===== config.mk =====
export PLATFORM = sky130hd
export DESIGN_NAME = gpzda_transmitter
export DESIGN_NICKNAME = d
export VERILOG_FILES = /design/src/rtl/gpzda_transmitter.sv
export SDC_FILE = /design/constraint.sdc
export NUM_CORES = 1
export LEC_CHECK = 0
export CAP_MARGIN = 10
export CELL_PAD_IN_SITES_DETAIL_PLACEMENT = 0
export CELL_PAD_IN_SITES_GLOBAL_PLACEMENT = 1
export CORE_MARGIN = 1.5
export CORE_UTILIZATION = 35
export DETAILED_ROUTE_END_ITERATION = 8
export HOLD_SLACK_MARGIN = 0.08
export PLACE_DENSITY_LB_ADDON = 0.1
export SLEW_MARGIN = 20
export SYNTH_ARGS = -nofsm -noshare
export SYNTH_HDL_FRONTEND = slang
export SYNTH_SLANG_ARGS = --single-unit

===== constraint.sdc =====
create_clock -name clock -period 2.6 [get_ports clock]
set_clock_uncertainty 0.05 [all_clocks]
set_input_delay 0.26 -clock clock [delete_from_list [all_inputs] [get_ports clock]]
set_output_delay 0.26 -clock clock [all_outputs]
set_load 0.05 [all_outputs]

===== src/rtl/gpzda_transmitter.sv =====
// GPZDA sentence transmitter: BCD-converts day/month/year with double-dabble, then streams
// "$GPZDA,hhmmss.ss,dd,mm,yyyy,,*CS[CR LF]" one byte at a time over a valid/accept handshake.
module gpzda_transmitter #(
   parameter int unsigned B          = 8,
   parameter bit          AppendCrlf = 1'b1
) (
   input  logic           clock,
   input  logic           reset,
   input  logic           start,
   output logic           ready,
   input  logic [9*B-1:0] utc,
   input  logic [2*B-1:0] day,
   input  logic [2*B-1:0] month,
   input  logic [2*B-1:0] year,
   output logic [B-1:0]   data,
   output logic           valid,
   input  logic           accept,
   output logic           done,
   output logic           error
);
   localparam logic [2:0] StIdle    = 3'd0;
   localparam logic [2:0] StConvert = 3'd1;
   localparam logic [2:0] StSend    = 3'd2;
   localparam logic [2:0] StCheckHi = 3'd3;
   localparam logic [2:0] StCheckLo = 3'd4;
   localparam logic [2:0] StCr      = 3'd5;
   localparam logic [2:0] StLf      = 3'd6;
   localparam logic [2:0] StDone    = 3'd7;

   localparam int unsigned NumSteps = 2 * B;

   logic [2:0]     r_state;
   logic [9*B-1:0] r_utc;
   logic [2*B-1:0] r_bin_day, r_bin_month, r_bin_year;
   logic [7:0]     r_bcd_day, r_bcd_month;
   logic [15:0]    r_bcd_year;
   logic [5:0]     r_cnt;
   logic [4:0]     r_idx;
   logic [7:0]     r_csum;
   logic [B-1:0]   r_data;
   logic           r_valid;
   logic           r_error;

   logic           w_bad;
   logic [4:0]     w_next_idx;
   logic [3:0]     w_utc_k;
   logic [7:0]     w_utc_b [9];
   logic [7:0]     w_next_byte;

   // One double-dabble step: add 3 to every digit >= 5, then shift in the next binary bit.
   function automatic logic [15:0] f_dabble(input logic [15:0] bcd, input logic bit_in);
      logic [15:0] adj;
      for (int i = 0; i < 4; i++) begin
         adj[4*i +: 4] = (bcd[4*i +: 4] >= 4'd5) ? bcd[4*i +: 4] + 4'd3 : bcd[4*i +: 4];
      end
      return {adj[14:0], bit_in};
   endfunction

   function automatic logic [7:0] f_hex(input logic [3:0] n);
      return (n < 4'd10) ? 8'h30 + {4'h0, n} : 8'h37 + {4'h0, n};
   endfunction

   function automatic logic [7:0] f_digit(input logic [3:0] n);
      return {4'h3, n};
   endfunction

   assign w_bad = (day > (2*B)'(99)) || (month > (2*B)'(99)) || (year > (2*B)'(9999));

   always_comb begin
      w_next_idx = r_idx + 5'd1;
      w_utc_k    = 4'(w_next_idx - 5'd7);
      for (int k = 0; k < 9; k++) begin
         w_utc_b[k] = 8'(r_utc[B*(8-k) +: B]);
      end
      case (w_next_idx)
         5'd1:  w_next_byte = "G";
         5'd2:  w_next_byte = "P";
         5'd3:  w_next_byte = "Z";
         5'd4:  w_next_byte = "D";
         5'd5:  w_next_byte = "A";
         5'd7, 5'd8, 5'd9, 5'd10, 5'd11, 5'd12, 5'd13, 5'd14, 5'd15:
                w_next_byte = w_utc_b[w_utc_k];
         5'd6, 5'd16, 5'd19, 5'd22, 5'd27, 5'd28:
                w_next_byte = ",";
         5'd17: w_next_byte = f_digit(r_bcd_day[7:4]);
         5'd18: w_next_byte = f_digit(r_bcd_day[3:0]);
         5'd20: w_next_byte = f_digit(r_bcd_month[7:4]);
         5'd21: w_next_byte = f_digit(r_bcd_month[3:0]);
         5'd23: w_next_byte = f_digit(r_bcd_year[15:12]);
         5'd24: w_next_byte = f_digit(r_bcd_year[11:8]);
         5'd25: w_next_byte = f_digit(r_bcd_year[7:4]);
         5'd26: w_next_byte = f_digit(r_bcd_year[3:0]);
         5'd29: w_next_byte = "*";
         default: w_next_byte = "$";
      endcase
   end

   always_ff @(posedge clock) begin
      if (!reset) begin
         r_state     <= StIdle;
         r_utc       <= '0;
         r_bin_day   <= '0;
         r_bin_month <= '0;
         r_bin_year  <= '0;
         r_bcd_day   <= '0;
         r_bcd_month <= '0;
         r_bcd_year  <= '0;
         r_cnt       <= '0;
         r_idx       <= '0;
         r_csum      <= '0;
         r_data      <= '0;
         r_valid     <= 1'b0;
         r_error     <= 1'b0;
      end else begin
         r_error <= 1'b0;
         case (r_state)
            StIdle: begin
               if (start) begin
                  r_utc       <= utc;
                  r_bin_day   <= day;
                  r_bin_month <= month;
                  r_bin_year  <= year;
                  r_bcd_day   <= '0;
                  r_bcd_month <= '0;
                  r_bcd_year  <= '0;
                  r_cnt       <= '0;
                  if (w_bad) r_error <= 1'b1;
                  else       r_state <= StConvert;
               end
            end
            StConvert: begin
               if (r_cnt == 6'(NumSteps)) begin
                  r_state <= StSend;
                  r_idx   <= '0;
                  r_csum  <= '0;
                  r_valid <= 1'b1;
                  r_data  <= B'(8'h24);
               end else begin
                  r_bcd_day   <= 8'(f_dabble({8'h00, r_bcd_day}, r_bin_day[2*B-1]));
                  r_bcd_month <= 8'(f_dabble({8'h00, r_bcd_month}, r_bin_month[2*B-1]));
                  r_bcd_year  <= f_dabble(r_bcd_year, r_bin_year[2*B-1]);
                  r_bin_day   <= r_bin_day << 1;
                  r_bin_month <= r_bin_month << 1;
                  r_bin_year  <= r_bin_year << 1;
                  r_cnt       <= r_cnt + 6'd1;
               end
            end
            StSend: begin
               if (accept) begin
                  // "$" (index 0) and "*" (index 29) are outside the checksummed span.
                  if (r_idx != 5'd0 && r_idx != 5'd29) r_csum <= r_csum ^ 8'(r_data);
                  if (r_idx == 5'd29) begin
                     r_state <= StCheckHi;
                     r_data  <= B'(f_hex(r_csum[7:4]));
                  end else begin
                     r_idx  <= w_next_idx;
                     r_data <= B'(w_next_byte);
                  end
               end
            end
            StCheckHi: begin
               if (accept) begin
                  r_state <= StCheckLo;
                  r_data  <= B'(f_hex(r_csum[3:0]));
               end
            end
            StCheckLo: begin
               if (accept) begin
                  if (AppendCrlf) begin
                     r_state <= StCr;
                     r_data  <= B'(8'h0D);
                  end else begin
                     r_state <= StDone;
                     r_valid <= 1'b0;
                     r_data  <= '0;
                  end
               end
            end
            StCr: begin
               if (accept) begin
                  r_state <= StLf;
                  r_data  <= B'(8'h0A);
               end
            end
            StLf: begin
               if (accept) begin
                  r_state <= StDone;
                  r_valid <= 1'b0;
                  r_data  <= '0;
               end
            end
            default: r_state <= StIdle;
         endcase
      end
   end

   assign ready = (r_state == StIdle);
   assign done  = (r_state == StDone);
   assign valid = r_valid;
   assign data  = r_data;
   assign error = r_error;

endmodule


==> metrics.yaml <==
status: "finished, final reports clean"
path_delay_family: "compound AO/OA/AOI/OAI gates"
hold_path.class: "in2reg"
synthFlopType: "dfxtp_1"
antenna_cells: 0
critPathMaxStageDelay_ns: 0.39
initial_core_util_pct: 35.7
final_common_cell: "nand2_1"
mostFrequentLayoutCells: "nand2_1, dfxtp_1, a21oi_1"
slowest_stage: "dfxtp_4"
rows: 61
grt_max_degree: 76
grt_pass1_vias: 8963
cts-root-buf: "clkbuf_16"
timing.fmax_mhz: 401
grt_usage_pct: 21.1
yosys-top-cells-area: "dfxtp_1, nand2_1, a21oi_1"
synth_edf_count: 0
criticalPathCategory: "reg2reg"
cap_violations: 0
antenna_found_initial: 0
avgViaCountPerCell: 5.26
synth_top_area_cell: "dfxtp_1"
dpl.hpwl_um: 21900
synth_area_um2: 9950
nFillCells: 2849
crit_arrival_ns: 2.82
portBuffers: 135
startpoint: "r_idx[0]"
htree_num_levels: 4
syn_inst: 1303
drc: 0
setup_viol_count_final: 0
drt_iter0_markers: 668
cp.required_ns: 2.93
holdCritStartpoint: "utc[8]"
layout.nets: 1579
ir_drop_v: 0.000427
die_w_um: 172
cts_tree: "done"
cts_buffers: 17
wl_um: 30700
crit_fanout: 29
final_core_util_pct: 45.7
insertion_delay_ns: 0.45
hold_viol: 0
slew_viol_final: 0
synth_nets: 1453
regArea_um2: 3690
maxSlewHeadroom_pct: 59.9
worstPathCellList: "ha_1, buf_12, nand2b_1, a221oi_1, o2bb2ai_2, nor3b_4, nand2_1, a41oi_1, o21a_1"
wl_per_cell_um: 16.9
vias: 9579
endpoint_kind: "flip-flop"
tns_ns: 0
clock_sinks: 184
clk_pin_slew_ns: 0.09
ys_ff_latch: 184
startpoint_type: "flip-flop"
globalRouteOverflowTotal: 0
drive_gt1_share_pct: 10.6
post-route-period-util_pct: 95.8
tightest_slew_ns: 0.596
grt_pass1_wl_um: 48500
r2r_start: "r_idx[0]"
die_h_um: 172
drtAntennaViolNets: 0
drt_first_pass_iters: 5
synth-async-reset-ratio_pct: 0
pwr_density_cell_nw_per_um2: 494
gp_congestion: 0.898
io_pins: 136
ys_types: 85
dieArea_um2: 29400
syn_to_final_growth_pct: 28.0
fin_crit_ns: 2.49
leakagePower_nw: 4.58
ys_warn_count: 0
clockBufferDepth: 2
worst-path-buf-inv: 1
avgSynthCellArea_um2: 7.63
multiInputGateArea_um2: 5770
synthDominantCellAreaShare_pct: 37.0
core_um2: 27900
yosysSeqAreaShare_pct: 37.0
cells by family after synthesis:
| family | Yosys count | synth area share [%] |
|---|---|---|
| adders and majority gates | 26 | 3.27 |
| AOI/OAI and AO/OA | 332 | 21.8 |
| DFF | 184 | 37.0 |
| xor gates and xnor gates | 35 | 3.74 |
| buffers and inverters | 128 | 5.50 |
| muxes | 20 | 3.69 |
| and+or+nand+nor | 578 | 25.0 |
where the power goes:
part | internal [mW] | switching (mW) | total (mW)
Combinational | 0.300 | 0.271 | 0.572
Clock | 1.33 | 1.39 | 2.72
Sequential | 2.94 | 0.0639 | 3.00
worst paths after layout:
| check | to | slack [ns] | depth (start not counted) |
|---|---|---|---|
| hold reg to reg | r_utc[58] | 0.41 | 2 |
| setup / recovery | data[5] | 0.11 | 9 |
| hold / removal | r_utc[8] | 0.30 | 3 |
| setup reg to reg | data[5] | 0.11 | 9 |
metrics by stage:
stage	total power [mW]	cells	area, um^2	hold slack [ns]	worst slack (ns)
floorplan	3.32	1303	9960	0.346	0.00518
global placement	3.64	1784	12100	0.389	-0.164
detailed placement	3.64	1784	12100	0.395	-0.225
CTS	6.38	1816	12700	0.286	0.0460
global route	6.56	1820	12700	0.302	-0.00320
finish	6.29	1820	12700	0.301	0.108
worst min-delay path: stages:
cell,delay (ns)
clkdlybuf4s50_1,0.39
nand2_1,0.05
a21oi_1,0.05
synthesized netlist by cell type (all sizes together) (3+ instances only):
cell type    n
mux4        12
and2         5
a41oi        4
o21a         5
a211oi       5
nand3       36
and4         3
a21o         4
ha          26
dfxtp      184
o22ai        4
mux2         4
a21boi       4
clkbuf      55
o21ai       39
a22o         4
nand2      331
xor2        13
a32oi        6
nor4        13
nor3        25
a311oi      46
o211ai       5
o31ai        5
mux2i        4
xnor2       21
a22oi       10
a21oi      157
nor2       120
a32o         4
nand4       10
a221oi       4
a31oi        6
nor2b        3
buf         40
nand2b      15
o32ai        5
inv         32
nor3b        3
and3         3
repair_timing:
| action | CTS | global route |
|---|---|---|
| gates resized for setup | 0 | 8 |
| hold buffers | 0 | 0 |
| hold endpoints to repair | 0 | 0 |
| buffers inserted | 0 | 4 |
| endpoints found under the setup margin | 0 | 6 |
registers in the layout, summed over array words and instances (netlist names), 16 cells and up:
signal,cells
r_bin_day,16
r_utc,72
r_bin_month,16
r_bin_year,16
r_bcd_year,16
layout make-up:
cell class	count	area share (%)
tap	378	3.71
clock buffer	17	3.34
clock inverter	15	1.53
multi-input combinational	991	45.3
inverter	33	0.992
sequential	184	29.0
timing repair buffer	202	16.1
routing by layer:
metal	GRT usage [%]	up-vias	part of all wire [%]
met4	6.10	0	2.1
li1	-	4808	-
met5	0	-	0
met2	33.3	222	45
met1	29.4	4512	49
met3	3.73	37	4.0
Note: power is estimated with default switching activity, not from simulation.
